===== config.mk =====
export PLATFORM = sky130hd
export DESIGN_NAME = clk_div_multi_flat
export DESIGN_NICKNAME = d
export VERILOG_FILES = /design/src/rtl/clk_div_pkg.sv /design/src/rtl/clk_div_multi_if.sv /design/src/rtl/clk_div_chan.sv /design/src/rtl/clk_div_multi.sv /design/src/flat_wrapper.sv
export SDC_FILE = /design/constraint.sdc
export NUM_CORES = 1
export LEC_CHECK = 0
export CORE_MARGIN = 2
export CORE_UTILIZATION = 25
export DETAILED_ROUTE_END_ITERATION = 12
export PLACE_DENSITY = 0.39
export SLEW_MARGIN = 20
export SYNTH_ARGS = -nofsm -noshare
export SYNTH_HDL_FRONTEND = slang
export SYNTH_SLANG_ARGS = --single-unit

===== constraint.sdc =====
create_clock -name clk -period 12.8 [get_ports clk]
set_input_delay 1.28 -clock clk [delete_from_list [all_inputs] [get_ports clk]]
set_output_delay 1.28 -clock clk [all_outputs]
set_load 0.005 [all_outputs]

===== src/rtl/clk_div_pkg.sv =====
// clk_div_pkg: shared types and constants for the multi-channel clock divider.
// Optional feature macro: CLK_DIV_SYNC_EN (adds a global channel-restart input).
package clk_div_pkg;

    // Default build parameters; modules may override them.
    localparam int unsigned N_CH_DEF     = 4;
    localparam int unsigned WIDTH_DEF    = 32;
    localparam int unsigned DIV_INIT_DEF = 50_000_000;

    // Channel-select width, never narrower than one bit.
    function automatic int unsigned chan_w(input int unsigned n);
        if (n > 1) begin
            return $clog2(n);
        end else begin
            return 1;
        end
    endfunction

    localparam int unsigned CHAN_W_DEF = chan_w(N_CH_DEF);

    typedef logic [CHAN_W_DEF-1:0] chan_idx_t;
    typedef logic [WIDTH_DEF-1:0]  div_t;

    // A divisor of zero parks the channel with its outputs low.
    localparam div_t DIV_STOP = {WIDTH_DEF{1'b0}};

endpackage


===== src/rtl/clk_div_multi_if.sv =====
// clk_div_multi_if: divisor configuration handshake (valid/ready, channel, divisor).
// Optional feature macro: CLK_DIV_SYNC_EN (not used by this interface).
interface clk_div_multi_if
    import clk_div_pkg::*;
#(
    parameter int unsigned N_CH  = N_CH_DEF,
    parameter int unsigned WIDTH = WIDTH_DEF
);
    localparam int unsigned CW = chan_w(N_CH);

    logic             cfg_valid;
    logic             cfg_ready;
    logic [CW-1:0]    cfg_chan;
    logic [WIDTH-1:0] cfg_div;

    modport master (
        output cfg_valid,
        output cfg_chan,
        output cfg_div,
        input  cfg_ready
    );

    modport slave (
        input  cfg_valid,
        input  cfg_chan,
        input  cfg_div,
        output cfg_ready
    );

endinterface


===== src/rtl/clk_div_chan.sv =====
// clk_div_chan: one divider channel with a double-buffered half-period divisor.
// A new divisor waits in the shadow register and is applied only at a period
// boundary (or immediately when idle), so the square wave never glitches.
// Optional feature macro: CLK_DIV_SYNC_EN (drives sync_i from the top).
module clk_div_chan
    import clk_div_pkg::*;
#(
    parameter int unsigned WIDTH    = WIDTH_DEF,
    parameter int unsigned DIV_INIT = DIV_INIT_DEF
) (
    input  logic             clk,
    input  logic             reset_n,
    input  logic             sync_i,
    input  logic             en_i,
    input  logic             wr_i,
    input  logic [WIDTH-1:0] wr_div_i,
    output logic             clk_div_o,
    output logic             tick_o,
    output logic             pending_o
);
    localparam logic [WIDTH-1:0] DIV_RST = WIDTH'(DIV_INIT);
    localparam logic [WIDTH-1:0] STOP_W  = WIDTH'(DIV_STOP);
    localparam logic [WIDTH-1:0] ONE_W   = WIDTH'(1);
    localparam logic [WIDTH-1:0] ZERO_W  = WIDTH'(0);

    logic [WIDTH-1:0] count_q,   count_d;
    logic [WIDTH-1:0] div_act_q, div_act_d;
    logic [WIDTH-1:0] div_shd_q, div_shd_d;
    logic             pending_q, pending_d;
    logic             clk_div_q, clk_div_d;
    logic             tick_q,    tick_d;

    logic running_s;
    logic wrap_s;

    // Running / end-of-half-period detection; >= keeps a lowered divisor safe.
    always_comb begin
        running_s = 1'b0;
        wrap_s    = 1'b0;
        if (en_i && (div_act_q != STOP_W)) begin
            running_s = 1'b1;
            if (count_q >= (div_act_q - ONE_W)) begin
                wrap_s = 1'b1;
            end else begin
                wrap_s = 1'b0;
            end
        end else begin
            running_s = 1'b0;
            wrap_s    = 1'b0;
        end
    end

    // Next-state: sync restart, run/wrap, idle, then capture of a new divisor.
    always_comb begin
        count_d   = count_q;
        div_act_d = div_act_q;
        div_shd_d = div_shd_q;
        pending_d = pending_q;
        clk_div_d = clk_div_q;
        tick_d    = 1'b0;

        if (sync_i || !running_s || wrap_s) begin
            // Every boundary (restart, idle cycle, wrap) is an apply point.
            count_d = ZERO_W;
            if (pending_q) begin
                div_act_d = div_shd_q;
                pending_d = 1'b0;
            end else begin
                div_act_d = div_act_q;
                pending_d = pending_q;
            end
            if (sync_i || !running_s) begin
                clk_div_d = 1'b0;
                tick_d    = 1'b0;
            end else begin
                clk_div_d = ~clk_div_q;
                tick_d    = 1'b1;
            end
        end else begin
            count_d = count_q + ONE_W;
            tick_d  = 1'b0;
        end

        // A write is only accepted while nothing is pending, so it never
        // collides with an apply on the same edge.
        if (wr_i) begin
            div_shd_d = wr_div_i;
            pending_d = 1'b1;
        end else begin
            div_shd_d = div_shd_d;
        end
    end

    // State register with synchronous active-low reset.
    always_ff @(posedge clk) begin
        if (!reset_n) begin
            count_q   <= ZERO_W;
            div_act_q <= DIV_RST;
            div_shd_q <= DIV_RST;
            pending_q <= 1'b0;
            clk_div_q <= 1'b0;
            tick_q    <= 1'b0;
        end else begin
            count_q   <= count_d;
            div_act_q <= div_act_d;
            div_shd_q <= div_shd_d;
            pending_q <= pending_d;
            clk_div_q <= clk_div_d;
            tick_q    <= tick_d;
        end
    end

    assign clk_div_o = clk_div_q;
    assign tick_o    = tick_q;
    assign pending_o = pending_q;

endmodule


===== src/rtl/clk_div_multi.sv =====
// clk_div_multi: N_CH-channel programmable square-wave / tick generator.
// Decodes configuration writes, muxes cfg_ready from the addressed channel's
// pending flag, and instantiates one clk_div_chan per channel.
// Optional feature macro: CLK_DIV_SYNC_EN (adds input sync to restart all channels).
module clk_div_multi
    import clk_div_pkg::*;
#(
    parameter int unsigned N_CH     = N_CH_DEF,
    parameter int unsigned WIDTH    = WIDTH_DEF,
    parameter int unsigned DIV_INIT = DIV_INIT_DEF
) (
    input  logic                clk,
    input  logic                reset_n,
    input  logic [N_CH-1:0]     en,
    clk_div_multi_if.slave      cfg,
    output logic [N_CH-1:0]     clk_div,
    output logic [N_CH-1:0]     tick
`ifdef CLK_DIV_SYNC_EN
    ,
    input  logic                sync
`endif
);
    localparam int unsigned CW   = chan_w(N_CH);
    localparam int unsigned NPAD = 1 << CW;

    logic [N_CH-1:0] pend_s;
    logic [N_CH-1:0] wr_s;
    logic [NPAD-1:0] pend_pad_s;
    logic            cfg_ready_s;
    logic            sync_s;

`ifdef CLK_DIV_SYNC_EN
    assign sync_s = sync;
`else
    assign sync_s = 1'b0;
`endif

    // Pad pending flags to the full select range; unused selects read as
    // "not pending", so writes to them are accepted and dropped.
    always_comb begin
        pend_pad_s = {NPAD{1'b0}};
        for (int c = 0; c < N_CH; c++) begin
            pend_pad_s[c] = pend_s[c];
        end
    end

    assign cfg_ready_s   = ~pend_pad_s[cfg.cfg_chan];
    assign cfg.cfg_ready = cfg_ready_s;

    // One-hot write strobe for the addressed channel on an accepted transfer.
    always_comb begin
        wr_s = {N_CH{1'b0}};
        for (int c = 0; c < N_CH; c++) begin
            if (cfg.cfg_valid && cfg_ready_s && (cfg.cfg_chan == CW'(c))) begin
                wr_s[c] = 1'b1;
            end else begin
                wr_s[c] = 1'b0;
            end
        end
    end

    for (genvar c = 0; c < N_CH; c++) begin : g_chan
        clk_div_chan #(
            .WIDTH    (WIDTH),
            .DIV_INIT (DIV_INIT)
        ) u_chan (
            .clk       (clk),
            .reset_n   (reset_n),
            .sync_i    (sync_s),
            .en_i      (en[c]),
            .wr_i      (wr_s[c]),
            .wr_div_i  (cfg.cfg_div),
            .clk_div_o (clk_div[c]),
            .tick_o    (tick[c]),
            .pending_o (pend_s[c])
        );
    end

endmodule


===== src/flat_wrapper.sv =====
// flat-port wrapper written by rule: the top's interface ports become plain ports
module clk_div_multi_flat import clk_div_pkg::*;
#(
    parameter int unsigned N_CH     = N_CH_DEF,
    parameter int unsigned WIDTH    = WIDTH_DEF,
    parameter int unsigned DIV_INIT = DIV_INIT_DEF
)
  (clk, reset_n, en, clk_div, tick, cfg_cfg_valid, cfg_cfg_chan, cfg_cfg_div, cfg_cfg_ready);
  clk_div_multi_if #(.N_CH(N_CH), .WIDTH(WIDTH)) cfg_i ();
  input  logic clk;
  input  logic reset_n;
  input  logic [N_CH-1:0] en;
  output logic [N_CH-1:0] clk_div;
  output logic [N_CH-1:0] tick;
  input wire logic [$bits(cfg_i.cfg_valid)-1:0] cfg_cfg_valid;
  input wire logic [$bits(cfg_i.cfg_chan)-1:0] cfg_cfg_chan;
  input wire logic [$bits(cfg_i.cfg_div)-1:0] cfg_cfg_div;
  output wire logic [$bits(cfg_i.cfg_ready)-1:0] cfg_cfg_ready;
  assign cfg_i.cfg_valid = cfg_cfg_valid;
  assign cfg_i.cfg_chan = cfg_cfg_chan;
  assign cfg_i.cfg_div = cfg_cfg_div;
  assign cfg_cfg_ready = cfg_i.cfg_ready;
  clk_div_multi #(.N_CH(N_CH), .WIDTH(WIDTH), .DIV_INIT(DIV_INIT)) u_core (.clk(clk), .reset_n(reset_n), .en(en), .cfg(cfg_i), .clk_div(clk_div), .tick(tick));
endmodule

### Word-level counts from Yosys, hierarchy flattened

Cells that the tools add are included.

| storage, ports and cells | value |
|---|---|
| flip-flop bits (word level) | 396 |
| input bits | 41 |
| output and inout port bits | 9 |
| logic and storage cells | 118 |

| operators by class | value |
|---|---|
| add/subtract/negate cells | 8 |
| order comparisons | 5 |
| equal/unequal tests | 3 |
| mux-type cells | 34 |
| bitwise operators | 6 |
| reduce and logical (&&, ||, !) cells | 38 |

Operators with widths:

| kind | number |
|---|---|
| $add A32 B1 Y32 const B | 4 |
| $ge A32 B32 Y1 | 4 |
| $reduce_bool A32 Y1 | 4 |
| $sub A32 B1 Y32 const B | 4 |
| $mux W1 | 33 |
| $reduce_and A2 Y1 | 8 |
| $logic_and A1 B1 Y1 | 9 |
| $reduce_bool A2 Y1 | 4 |
| $reduce_or A2 Y1 | 4 |
| $not A1 Y1 | 6 |
| $eq A2 B2 Y1 const B | 2 |
| $logic_not A1 Y1 | 4 |
| $logic_or A1 B1 Y1 | 4 |
| $lt A2 B3 Y1 const B | 1 |
| $bmux W1 S2 | 1 |
| $eq A2 B1 Y1 const B | 1 |
| $logic_not A2 Y1 | 1 |

### Logic depth before layout (Yosys ltp)

| depth | value |
|---|---|
| word-level depth | 7 |
| depth in mapped cells | 18 |
| depth with buffers taken out | 15 |

### Cells and area by module

From an unflattened synthesis, not the netlist that was laid out.

| unflattened totals | value |
|---|---|
| cell total of the unflattened synthesis | 2343 |
| area total of the unflattened synthesis | 20853.8 um2 |

By module, submodules not included:

| module | times used | cells an instance | area each (um2) | sequential area each (um2) |
|---|---|---|---|---|
| clk_div_chan at u_core.g_chan[0].u_chan ... | 3 | 584 | 5191.2 | 1981.9 |
| clk_div_chan at u_core.g_chan[1].u_chan | 1 | 583 | 5212.5 | 1981.9 |
| clk_div_multi | 1 | 8 | 67.6 | 0.0 |

### Worst setup path before layout

No wires, ideal clock.

| timing | value |
|---|---|
| path kind | reg-to-reg |
| start | register u_core.g_chan[2].u_chan.div_act_q[0] |
| end | register u_core.g_chan[2].u_chan.div_act_q[13] |
| setup time | 129 ps |
| arrival time | 4617 ps |
| required time | 12671 ps |
| setup slack | 8053 ps |
| stages on the path, launching flop included | 18 |
| path buffers | 2 |
| period minus slack after synthesis | 4747 ps |
| cells stage by stage | dfxtp_1 > or4_1 > or3b_2 > nor2_1 > and2_1 > clkbuf_1 > nand3b_1 > nor4_1 > xnor2_1 > ha_1 > a21oi_1 > o21ai_0 > a221oi_1 > o31ai_1 > o31ai_1 > clkbuf_1 > mux2i_1 > nand2_1 |

| on the way | value |
|---|---|
| cells in the longest elaborated chain, start to end | 6 |
| elaborated cells between the ends (all ways) | 10 |
| classes of those cells | add/sub (1); order compare (1); mux (3); reduce/logical (5) |

RTL lines:

| element | RTL line | RTL |
|---|---|---|
| start, declared | clk_div_chan.sv:27 | `logic [WIDTH-1:0] div_act_q, div_act_d;` |
| start signal, assigned | clk_div_chan.sv:105 | `div_act_q <= div_act_d;` |
| $sub A32 B1 Y32 or $reduce_bool A32 Y1 (tied branches) | clk_div_chan.sv:42, clk_div_chan.sv:40 |  |
| $ge A32 B32 Y1 or $logic_and A1 B1 Y1 (tied branches) | clk_div_chan.sv:42, clk_div_chan.sv:40 |  |
| $mux W1 (on tied branches) | clk_div_chan.sv:42, clk_div_chan.sv:40 |  |
| $mux W1 or $logic_not A1 Y1 (tied branches) | - |  |
| $logic_or A1 B1 Y1 * | clk_div_chan.sv:62 | `if (sync_i \|\| !running_s \|\| wrap_s) begin` |
| $reduce_and A2 Y1 (no line) * | - |  |

Mark *: on every way between the ends. The rest lies on a longest branch, timed or not.
A chain may end at the register's enable or synchronous reset.

### Worst setup path in the final report

| timing | value |
|---|---|
| start | register u_core.g_chan[0].u_chan.div_act_q[11] |
| end | register u_core.g_chan[0].u_chan.div_act_q[31] |

| on the way | value |
|---|---|
| cells in the longest elaborated chain, start to end | 6 |
| elaborated cells between the ends (all ways) | 10 |
| classes of those cells | add/sub (1); order compare (1); mux (3); reduce/logical (5) |

RTL lines:

| element | RTL line |
|---|---|
| start, declared | clk_div_chan.sv:27 |
| start signal, assigned | clk_div_chan.sv:105 |
| $sub A32 B1 Y32 or $reduce_bool A32 Y1 (tied branches) | clk_div_chan.sv:42, clk_div_chan.sv:40 |
| $ge A32 B32 Y1 or $logic_and A1 B1 Y1 (tied branches) | clk_div_chan.sv:42, clk_div_chan.sv:40 |
| $mux W1 (on tied branches) | clk_div_chan.sv:42, clk_div_chan.sv:40 |
| $mux W1 or $logic_not A1 Y1 (tied branches) | - |
| $logic_or A1 B1 Y1 * | clk_div_chan.sv:62 |
| $reduce_and A2 Y1 (no line) * | - |

Marked as above.

==> summary.txt <==
CTS
  – Post-CTS Resized: 0
  – # Post-CTS Setup Buffers: 0
  – Clock transition at the registers of the reported paths: 60 ps
  – CTS tree: done
  – Htree depth: 2
  – Clk Tree Root Cell: clkbuf_16
  – Number of buffers created by CTS: 49
  – Clk sinks: about 400
  – Worst-skew pair later-pin latency: between 500 and 600 ps
  – Hold Buf Count CTS: 0
  – Max clock buf depth: 3

Setup path
  – Slowest CP cell: a21oi_1
  – RR Startpoint: u_core.g_chan[0].u_chan.div_act_q[11]
  – R2R Path End: u_core.g_chan[0].u_chan.div_act_q[31]
  – Delay-heaviest family, CP: simple AND/OR/NAND/NOR gates
  – Req. time, crit path: 13250 ps
  – Worst R2R Path Depth: 15
  – Critical setup path kind: flip-flop to flip-flop
  – CP peak stage delay: roughly 700 ps
  – Critical Path Start Type: flip-flop
  – Buf/Inv on CP: 1
  – CP cell instances: or4_1, or3_1, or3_1, or3_1, nor4_1, xnor2_1, ha_1, a21oi_1, o21ai_0, a221oi_1, o21ai_0, a21oi_1, a21boi_4, buf_4, mux2i_1
  – Cell mode on critical path: or3_1
  – CP Capture Type: flip-flop
  – Worst Path Max Fanout: 32
  – Register-to-Register Setup Slack: 7570 ps
  – Crit path DAT: 5680 ps
  – Instance count on the critical path: 15

Logic synthesis
  – Mapped Area: just over 20000 µm²
  – Post-synthesis instance total: roughly 2400
  – Area contributors post-synth: dfxtp_1, nand2_1, ha_1
  – Cell variety after synth: between 60 and 70
  – Mean Syn Cell Area: 8.435 µm²
  – Commonest register cell after synthesis: dfxtp_1
  – Number of flops mapped to enable cells by yosys: 0
  – Yosys top cell by area: dfxtp_1
  – Area share of the largest cell type after synthesis: 0.3900
  – Most frequent cells after synthesis: nand2_1, dfxtp_1, nor2_1
  – Synthesized flop and latch total: around 400
  – Syn. warnings: 0
  – Seq/Total Area, Yosys: 0.3900
  – Top-count cell post-synth: nand2_1
  – Post-synth ARST share: 0
  – Synthesized Nets: around 2600

Power
  – Leak Pwr: ~0.0087 µW
  – Clock Power Share: 0.513
  – VDD IR max: ~0.082 mV
  – Combinational Power Share: 0.046
  – Register share of total power: 0.441
  – Pint: around 2200 µW
  – NetSw: ~660 µW
  – Switching Fraction: 0.2283
  – PD cells: 122.5 nW/µm²

Placement
  – HPWL after DPL: slightly below 40000 µm
  – Buffers on Ports: 49
  – Placed insts: 3412
  – GPL Wtd Cong: 0.7516

Timing
  – Final Slew Violations: 0
  – Endpoints failing hold: 0
  – Slew @ Worst Pin: between 900 and 1000 ps
  – Worst rel slew slack: 0.3712
  – Tcrit/Tclk final: 0.4083
  – RSZ-0062 raised after global routing: no
  – Clock Skew: about 13 ps
  – Final setup fails: 0
  – Fmax: 191.3 MHz
  – Final period demand of the worst path: 5226 ps
  – Setup TNS: 0 ps

Drt
  – Routed len/inst: around 16 µm
  – Remaining antenna violation count: 0
  – Post-route DRC violation count: 0
  – WL final: approximately 56000 µm
  – Via density: 4.684
  – DR vias: around 16000
  – Initial DRT Pass Iterations: 5
  – Initial DRC Count: 829

Global route
  – Gr usage total: 0.1342
  – GR Overflow Total: 0
  – Vias in the first global route: around 16000
  – First-pass GRT wire length: ~89000 µm
  – Largest net degree at the start of global routing: 96
  – Initial antenna violation count: 6

Final layout
  – Area of the multi-input gates: 11710 µm²
  – Antenna Cells: 0
  – Non-Filler Instances: between 3000 and 4000
  – Syn-to-layout area delta: 15.55%
  – Reg area: between 7000 and 8000 µm²
  – Final core occ: 0.2916
  – # fillers: between 8000 and 9000
  – Layout cells sized above 1: 0.04869
  – Nets: between 2000 and 3000

Die
  – DIE HEIGHT: about 290 µm
  – Top Ports: 50
  – Starting Density: 0.2524
  – Row Count: roughly 100
  – Die Width: 289.2 µm
  – Die area: 83610 µm²
  – Core area: approximately 81000 µm²

Min path
  – HP Start: u_core.g_chan[0].u_chan.div_shd_q[27]
  – Hold EP: u_core.g_chan[0].u_chan.div_act_q[27]
  – Hold Path Cell Cnt: 2
  – Min-Delay Path Class: flip-flop to flip-flop

Status
  – Status: finished, final reports clean

Job
  – Max_cap viols: 0
## cells in the final DEF (no fill, tap or decap), types with 43 or more instances in the layout
cell / count
a21boi_0: 82
a21oi_1: 43
clkbuf_16: 51
clkdlybuf4s50_1: 48
dfxtp_1: 396
ha_1: 136
inv_1: 45
mux2i_1: 44
nand2_1: 457
nand3_1: 135
nor2_1: 220
nor3_1: 47
o21ai_0: 45
xnor2_1: 133
xor2_1: 107
## worst max-delay path by stage
stage                                           from                                    end  slack (ps)
2_1_floorplan   u_core.g_chan[2].u_chan.div_act_q[0]  u_core.g_chan[2].u_chan.div_act_q[13]        8050
3_3_place_gp   u_core.g_chan[0].u_chan.div_act_q[11]  u_core.g_chan[0].u_chan.div_act_q[26]        7590
3_5_place_dp   u_core.g_chan[0].u_chan.div_act_q[11]  u_core.g_chan[0].u_chan.div_act_q[31]        7520
4_1_cts        u_core.g_chan[0].u_chan.div_act_q[11]  u_core.g_chan[0].u_chan.div_act_q[31]        7490
5_1_grt        u_core.g_chan[0].u_chan.div_act_q[11]  u_core.g_chan[0].u_chan.div_act_q[22]        7190
6_report       u_core.g_chan[0].u_chan.div_act_q[11]  u_core.g_chan[0].u_chan.div_act_q[31]        7570
## cells by family after synthesis
family,after synthesis,share of synthesized area
mux,45,0.02222
simple gates,1100,0.2493
xor+xnor,240,0.1034
fa+ha+maj,136,0.08371
flops,396,0.3900
compound gates,322,0.1154
buf+inv,171,0.03601
## routing by layer
metal  vias up  wire length (µm)  share of wire  track usage
met5         -                37        0.00066            0
met4         6              1036          0.019      0.03686
met3        75              1857          0.033      0.02016
met2       205             26380           0.47       0.2304
met1      7796             26410           0.47       0.1745
li1       8332                 -              -            -
## state kept, by name, summed over array words and instances (netlist names)
register,flops
u_core.g_chan.u_chan.pending_o,4
u_core.g_chan.u_chan.count_q,128
u_core.g_chan.u_chan.div_shd_q,128
u_core.g_chan.u_chan.clk_div_o,4
u_core.g_chan.u_chan.div_act_q,128
u_core.g_chan.u_chan.tick_o,4
## worst min-delay path, stage by stage, from the launching register on
cell and delay (ps):
dfxtp_1 310, nand2_1 50, mux2i_1 50
## cell type report
class	instances	share of cell area
clock buffer	75	0.06200
timing repair buffer	68	0.02711
inverter	45	0.007191
tap	1060	0.05646
clock inverter	17	0.01124
sequential	396	0.3375
multi-input combinational	1843	0.4985
## metrics by stage
step | setup slack (ps) | cell area [µm²] | hold WS, ps | total power [µW]
floorplan | 8053 | 20330 | 425.7 | 1370
global placement | 7592 | 21770 | 442.2 | 1428
detailed placement | 7517 | 21770 | 445.3 | 1430
CTS | 7491 | 23490 | 462.2 | 2935
global route | 7192 | 23490 | 476.4 | 3000
finish | 7574 | 23490 | 455.6 | 2877
## power by group through the flow
stage | Sequential, µW | Clock (µW) | Combinational, µW
global route | 1270 | 1580 | 148
detailed placement | 1300 | 0 | 135
floorplan | 1290 | 0 | 79.7
global placement | 1290 | 0 | 133
finish | 1270 | 1480 | 132
CTS | 1270 | 1530 | 135
Note: power is estimated with default switching activity, not from simulation.
==> patch 1, RTL diff (same settings) <==
The package constant `N_CH_DEF` goes from 4 to 5.
--- a/src/rtl/clk_div_pkg.sv
+++ b/src/rtl/clk_div_pkg.sv
@@ -5,3 +5,3 @@
     // Default build parameters; modules may override them.
-    localparam int unsigned N_CH_DEF     = 4;
+    localparam int unsigned N_CH_DEF     = 5;
     localparam int unsigned WIDTH_DEF    = 32;
Ports: changed (resized cfg_cfg_chan, clk_div, en and tick); port bits go from 50 to 54. The function was not compared with the original's and may differ.
==> patch 1 against the original RTL <==
  * Combinational power decreased by 5%
  * Power increased by 20%
  * Die area increased by 18%
  * Critical endpoint is now u_core.g_chan[4].u_chan.div_act_q[19]
  * Synthesized area increased by 19%
  * Final area increased by 19%
  * Global-route usage increased by 0.57 points
  * Worst setup slack got worse by 0.22 ns
  * Routed wire length increased by 26%
  * Cell count increased by 18%
  * Utilization increased by 0.19 points
  * Highest routed layer unchanged
  * Sequential cell count increased by 99
==> patch 1: results (changes against the original RTL) <==
Seq/Total Area, Yosys - 41.1% (was 39.0%)
Top cells by count, synth - dfxtp_1, nand2_1, nor2_1 (was nand2_1, dfxtp_1, nor2_1)
Reg2reg start - u_core.g_chan[4].u_chan.div_act_q[2] (was u_core.g_chan[0].u_chan.div_act_q[11])
Multi-input gate count - 2131 (was 1843)
Buffers outside the clock class - 76 (was 68)
Iter 0 DRT Violations - 972 (was 829)
Peak VDD IR - 0.000111 V (was 0.0000823 V)
Multi-input logic portion of the cell area - 48.5% (was 49.9%)
Clk_buf instances - 83 (was 75)
Initial antenna violation count - 4 (was 6)
Clock-cell share of area - 7.22% (was 7.32%)
Final GP Congestion - 0.805 (was 0.752)
Via/cell ratio - 4.65 (was 4.68)
Worst clock skew - 0.0250 ns (was 0.0127 ns)
Worst hold path endpoint - u_core.g_chan[4].u_chan.div_shd_q[6] (was u_core.g_chan[0].u_chan.div_act_q[27])
First-pass GRT wire length - 109 mm (was 88.9 mm)
Worst Path Arrival - 5.93 ns (was 5.68 ns)
Fill cell count - 10194 (was 8538)
CP max-delay cell - a21oi_4 (was a21oi_1)
Reg area - 0.00991 mm² (was 0.00793 mm²)
FF-to-FF End - u_core.g_chan[4].u_chan.div_act_q[19] (was u_core.g_chan[0].u_chan.div_act_q[31])
Largest net degree at the start of global routing - 75 (was 96)
Placed cells - 4018 (was 3412)
Vias in the first global route - 18972 (was 16127)
GRT Total Usage - 14.0% (was 13.4%)
CTS Buf Count - 60 (was 49)
Buffering overhead - 2.52% (was 2.71%)
Status - completed (unchanged)
Drt wl/cell - 17.0 µm (was 15.9 µm)
WHS - 0.454 ns (was 0.456 ns)
Biggest regs - u_core.g_chan.u_chan.count_q x160, u_core.g_chan.u_chan.div_act_q x160, u_core.g_chan.u_chan.div_shd_q x160 (was u_core.g_chan.u_chan.count_q x128, u_core.g_chan.u_chan.div_act_q x128, u_core.g_chan.u_chan.div_shd_q x128)
Pre-CTS WS - 7.30 ns (was 7.52 ns)
Slew at the pin with the worst max-slew slack - 1.01 ns (was 0.943 ns)
Fraction of area in registers - 35.4% (was 33.7%)
patch 1: report_power, final:
group,switching (mW),leakage (nW),internal [mW]
sequential,0.0111,4.00,1.56
clock,0.706,0.986,1.06
combinational,0.0902,5.30,0.0360
patch 1: cells by family (layout without fill, tap and decap cells):
kind of cell / after synthesis / count (layout) / share of synthesized area [%]
buffers and inverters: 169 / 236 / 2.97
xor gates and xnor gates: 303 / 303 / 11.0
muxes: 33 / 33 / 1.42
DFF: 495 / 495 / 41.1
adders and majority gates: 170 / 170 / 8.82
AOI/OAI and AO/OA: 408 / 408 / 11.5
and+or+nand+nor: 1217 / 1217 / 23.2
patch 1: routing by layer:
metal | global-route usage, % | part of all wire (%)
met1 | 19.3 | 49
met2 | 22.5 | 45
met3 | 2.30 | 3.6
met4 | 3.79 | 2.4
met5 | 0 | 0.019
patch 1: worst max path at each step:
| stage | start | slack (ns) | to | cells past startpoint |
|---|---|---|---|---|
| final | u_core.g_chan[4].u_chan.div_act_q[2] | 7.35 | u_core.g_chan[4].u_chan.div_act_q[19] | 15 |
| after global routing | u_core.g_chan[4].u_chan.div_act_q[2] | 6.76 | u_core.g_chan[4].u_chan.div_act_q[19] | 15 |
| after CTS | u_core.g_chan[4].u_chan.div_act_q[2] | 7.26 | u_core.g_chan[4].u_chan.div_act_q[7] | 15 |
| after detailed placement | u_core.g_chan[4].u_chan.div_act_q[2] | 7.30 | u_core.g_chan[4].u_chan.div_act_q[15] | 15 |
| after global placement | u_core.g_chan[4].u_chan.div_act_q[2] | 7.47 | u_core.g_chan[4].u_chan.div_act_q[7] | 15 |
| after floorplan | u_core.g_chan[4].u_chan.div_act_q[2] | 8.21 | u_core.g_chan[4].u_chan.div_act_q[13] | 17 |
==> patch 2, RTL diff (same flow settings) <==
Made on the original files. Make the reset (`reset_n`) asynchronous in one clocked block. Comments in the files are not updated.
--- a/src/rtl/clk_div_chan.sv
+++ b/src/rtl/clk_div_chan.sv
@@ -94,3 +94,3 @@
     // State register with synchronous active-low reset.
-    always_ff @(posedge clk) begin
+    always_ff @(posedge clk or negedge reset_n) begin
         if (!reset_n) begin
Formal check against the unedited RTL: differs if reset_n is asserted again (counterexample within 4 cycles, from zero or initial values and one cycle with reset_n low); with reset_n held inactive, the same outputs for 4 cycles.
==> patch 2 against the original RTL <==
  * Synthesized area increased by 4.5%
  * Sequential share of layout area up 7.0 points
  * Die area grew 4.4%
  * Critical endpoint is now u_core.g_chan[0].u_chan.div_act_q[2]
  * Largest cell class unchanged
  * Routed wire length down 3.9%
  * Worst setup slack worse by 0.30 ns
  * Critical path type unchanged
  * Via count fell by 15%
  * Critical path depth fell by 2
  * Non-clock buffer count shrank 2
  * Sequential cell count did not move
  * Final area is 4.7% higher
Power is not compared: it rests on default switching activity, and its combinational part moved more than twofold at a synthesized area within 25%.
==> patch 2: results (changes against the original RTL) <==
Placed cells - 3017 (was 3412)
Via/cell ratio - 4.50 (was 4.68)
Post-synth net total - 2052 (was 2587)
Synth warn - 0 (unchanged)
First-pass GRT wire length - 83.8 mm (was 88.9 mm)
Worst-path clk slew - 0.06 ns (about the same)
Synth cell types - 59 (was 64)
Pint - 2.98 mW
Worst clock skew - 0.0163 ns (was 0.0127 ns)
Post-cts repair resize count - 0 (unchanged)
Port buffer count - 49 (unchanged)
Initial antenna violation count - 9 (was 6)
Crit Path Max Fanout - 32 (unchanged)
Post-Route WL - 53.5 mm (was 55.7 mm)
Area contributors post-synth - dfrtp_1, mux2_2, dfstp_2, ha_1, xnor2_1 (was dfxtp_1, nand2_1, ha_1, xnor2_1, xor2_1)
HPWL after detailed placement - 38.0 mm (was 39.4 mm)
Slew HR - 34.5% (was 37.1%)
Largest net degree at the start of global routing - 171 (was 96)
Crit path largest cell delay - 0.68 ns (was 0.70 ns)
Vias in the first global route - 14207 (was 16127)
Placement-stage cell area - 0.0230 mm² (was 0.0218 mm²)
Share of layout cells above drive strength 1 - 23.6% (was 4.87%)
Clk buf depth - 3 (unchanged)
Ys async rst share - 100% (was 0%)
Peak VDD IR - 0.0000868 V
Layout Cells excl Fill - 3116 (was 3504)
Biggest regs - u_core.g_chan.u_chan.count_q x128, u_core.g_chan.u_chan.div_act_q x128, u_core.g_chan.u_chan.div_shd_q x128 (unchanged)
Pre-antenna DRT Iters - 5 (unchanged)
Final GP Congestion - 0.767 (was 0.752)
Main flop type after synthesis - dfrtp_1 (was dfxtp_1)
Iter 0 DRT Violations - 561 (was 829)
Worst Path Arrival - 5.98 ns (was 5.68 ns)
Synth Instances - 1875 (was 2410)
GRT Total Usage - 12.4% (was 13.4%)
CTS root buffer - clkbuf_16 (unchanged)
Top Family by Delay on Critical Path - simple AND/OR/NAND/NOR gates (unchanged)
Top cells by count, synth - dfrtp_1, mux2_2, nor2_1 (was nand2_1, dfxtp_1, nor2_1)
Worst skew pair latency - 0.58 ns
CTS Buf Count - 47 (was 49)
Seq/Total Area, Yosys - 47.2% (was 39.0%)
Worst hold path type - flop to flop (unchanged)
H-tree Lvls - 2 (unchanged)
CP max-delay cell - a311oi_1 (was a21oi_1)
Status - completed (unchanged)
Post-CTS Setup Bufs - 0 (unchanged)
-- patch 2: cell types whose count changed after synthesis, sizes merged, moves of 44 or more --
cell	change
a21boi	-83
dfxtp	-396
nand2	-347
nand3	-73
dfrtp	+300
clkbuf	-62
mux2i	-44
dfstp	+96
mux2	+255
-- patch 2: per-layer routing --
| layer | track usage (%) | up-vias | part of all wire, % |
|---|---|---|---|
| met2 | 20.8 | 175 | 48 |
| met4 | 2.80 | 0 | 1.8 |
| met5 | 0 | - | 0 |
| li1 | - | 6782 | - |
| met3 | 1.89 | 57 | 3.7 |
| met1 | 16.9 | 7008 | 46 |
-- patch 2: worst reg2reg max path, delay by kind of cell (launching register included) --
| family | cells | cell delay, ns |
|---|---|---|
| buffers and inverters | 1 | 0.39 |
| XOR/XNOR | 1 | 0.13 |
| AND/OR/NAND/NOR | 7 | 2.81 |
| flip-flops | 1 | 0.41 |
| AO/OA/AOI/OAI | 2 | 0.90 |
| adder cells (fa/ha/maj) | 1 | 0.32 |
| multiplexers | 1 | 0.43 |
-- patch 2: area by class of cell --
| type | instances | area, µm² |
|---|---|---|
| Fill cell | 8725 | 59200 |
| Multi-Input combinational cell | 1394 | 10800 |
| Sequential cell | 396 | 10000 |
| Tap cell | 1134 | 1420 |
| Clock buffer | 73 | 1420 |
| Timing Repair Buffer | 66 | 636 |
| Clock inverter | 14 | 113 |
| Inverter | 27 | 101 |
| Antenna cell | 12 | 30.0 |
-- patch 2: logic make-up after synthesis --
| logic type | synth area share [%] |
|---|---|
| AO/OA/AOI/OAI | 3.59 |
| XOR/XNOR | 9.86 |
| adder cells (fa/ha/maj) | 8.01 |
| buffers and inverters | 1.94 |
| flip-flops | 47.2 |
| multiplexers | 14.2 |
| AND/OR/NAND/NOR | 15.2 |
-- patch 2: power by group through the flow --
stage                     registers (mW)  logic, mW  clock network [mW]
after floorplan                     1.87      0.821                   0
after global placement              1.99       1.02                   0
after detailed placement            2.00       1.05                   0
after CTS                           1.98       1.05                1.39
after global routing                2.03       1.17                1.44
final                               1.97       1.03                1.33
-- patch 2: final timing paths --
path	from	to	slack (ns)	cells after the start
max	u_core.g_chan[0].u_chan.div_act_q[0]	u_core.g_chan[0].u_chan.div_act_q[2]	7.27	13
min	u_core.g_chan[2].u_chan.count_q[0]	u_core.g_chan[2].u_chan.count_q[0]	0.48	1
max reg2reg	u_core.g_chan[0].u_chan.div_act_q[0]	u_core.g_chan[0].u_chan.div_act_q[2]	7.27	13
min reg2reg	u_core.g_chan[2].u_chan.count_q[0]	u_core.g_chan[2].u_chan.count_q[0]	0.48	1
max in group asynchronous	reset_n	u_core.g_chan[0].u_chan.div_act_q[2]	10.60	2
min in group asynchronous	reset_n	u_core.g_chan[3].u_chan.count_q[3]	0.74	1
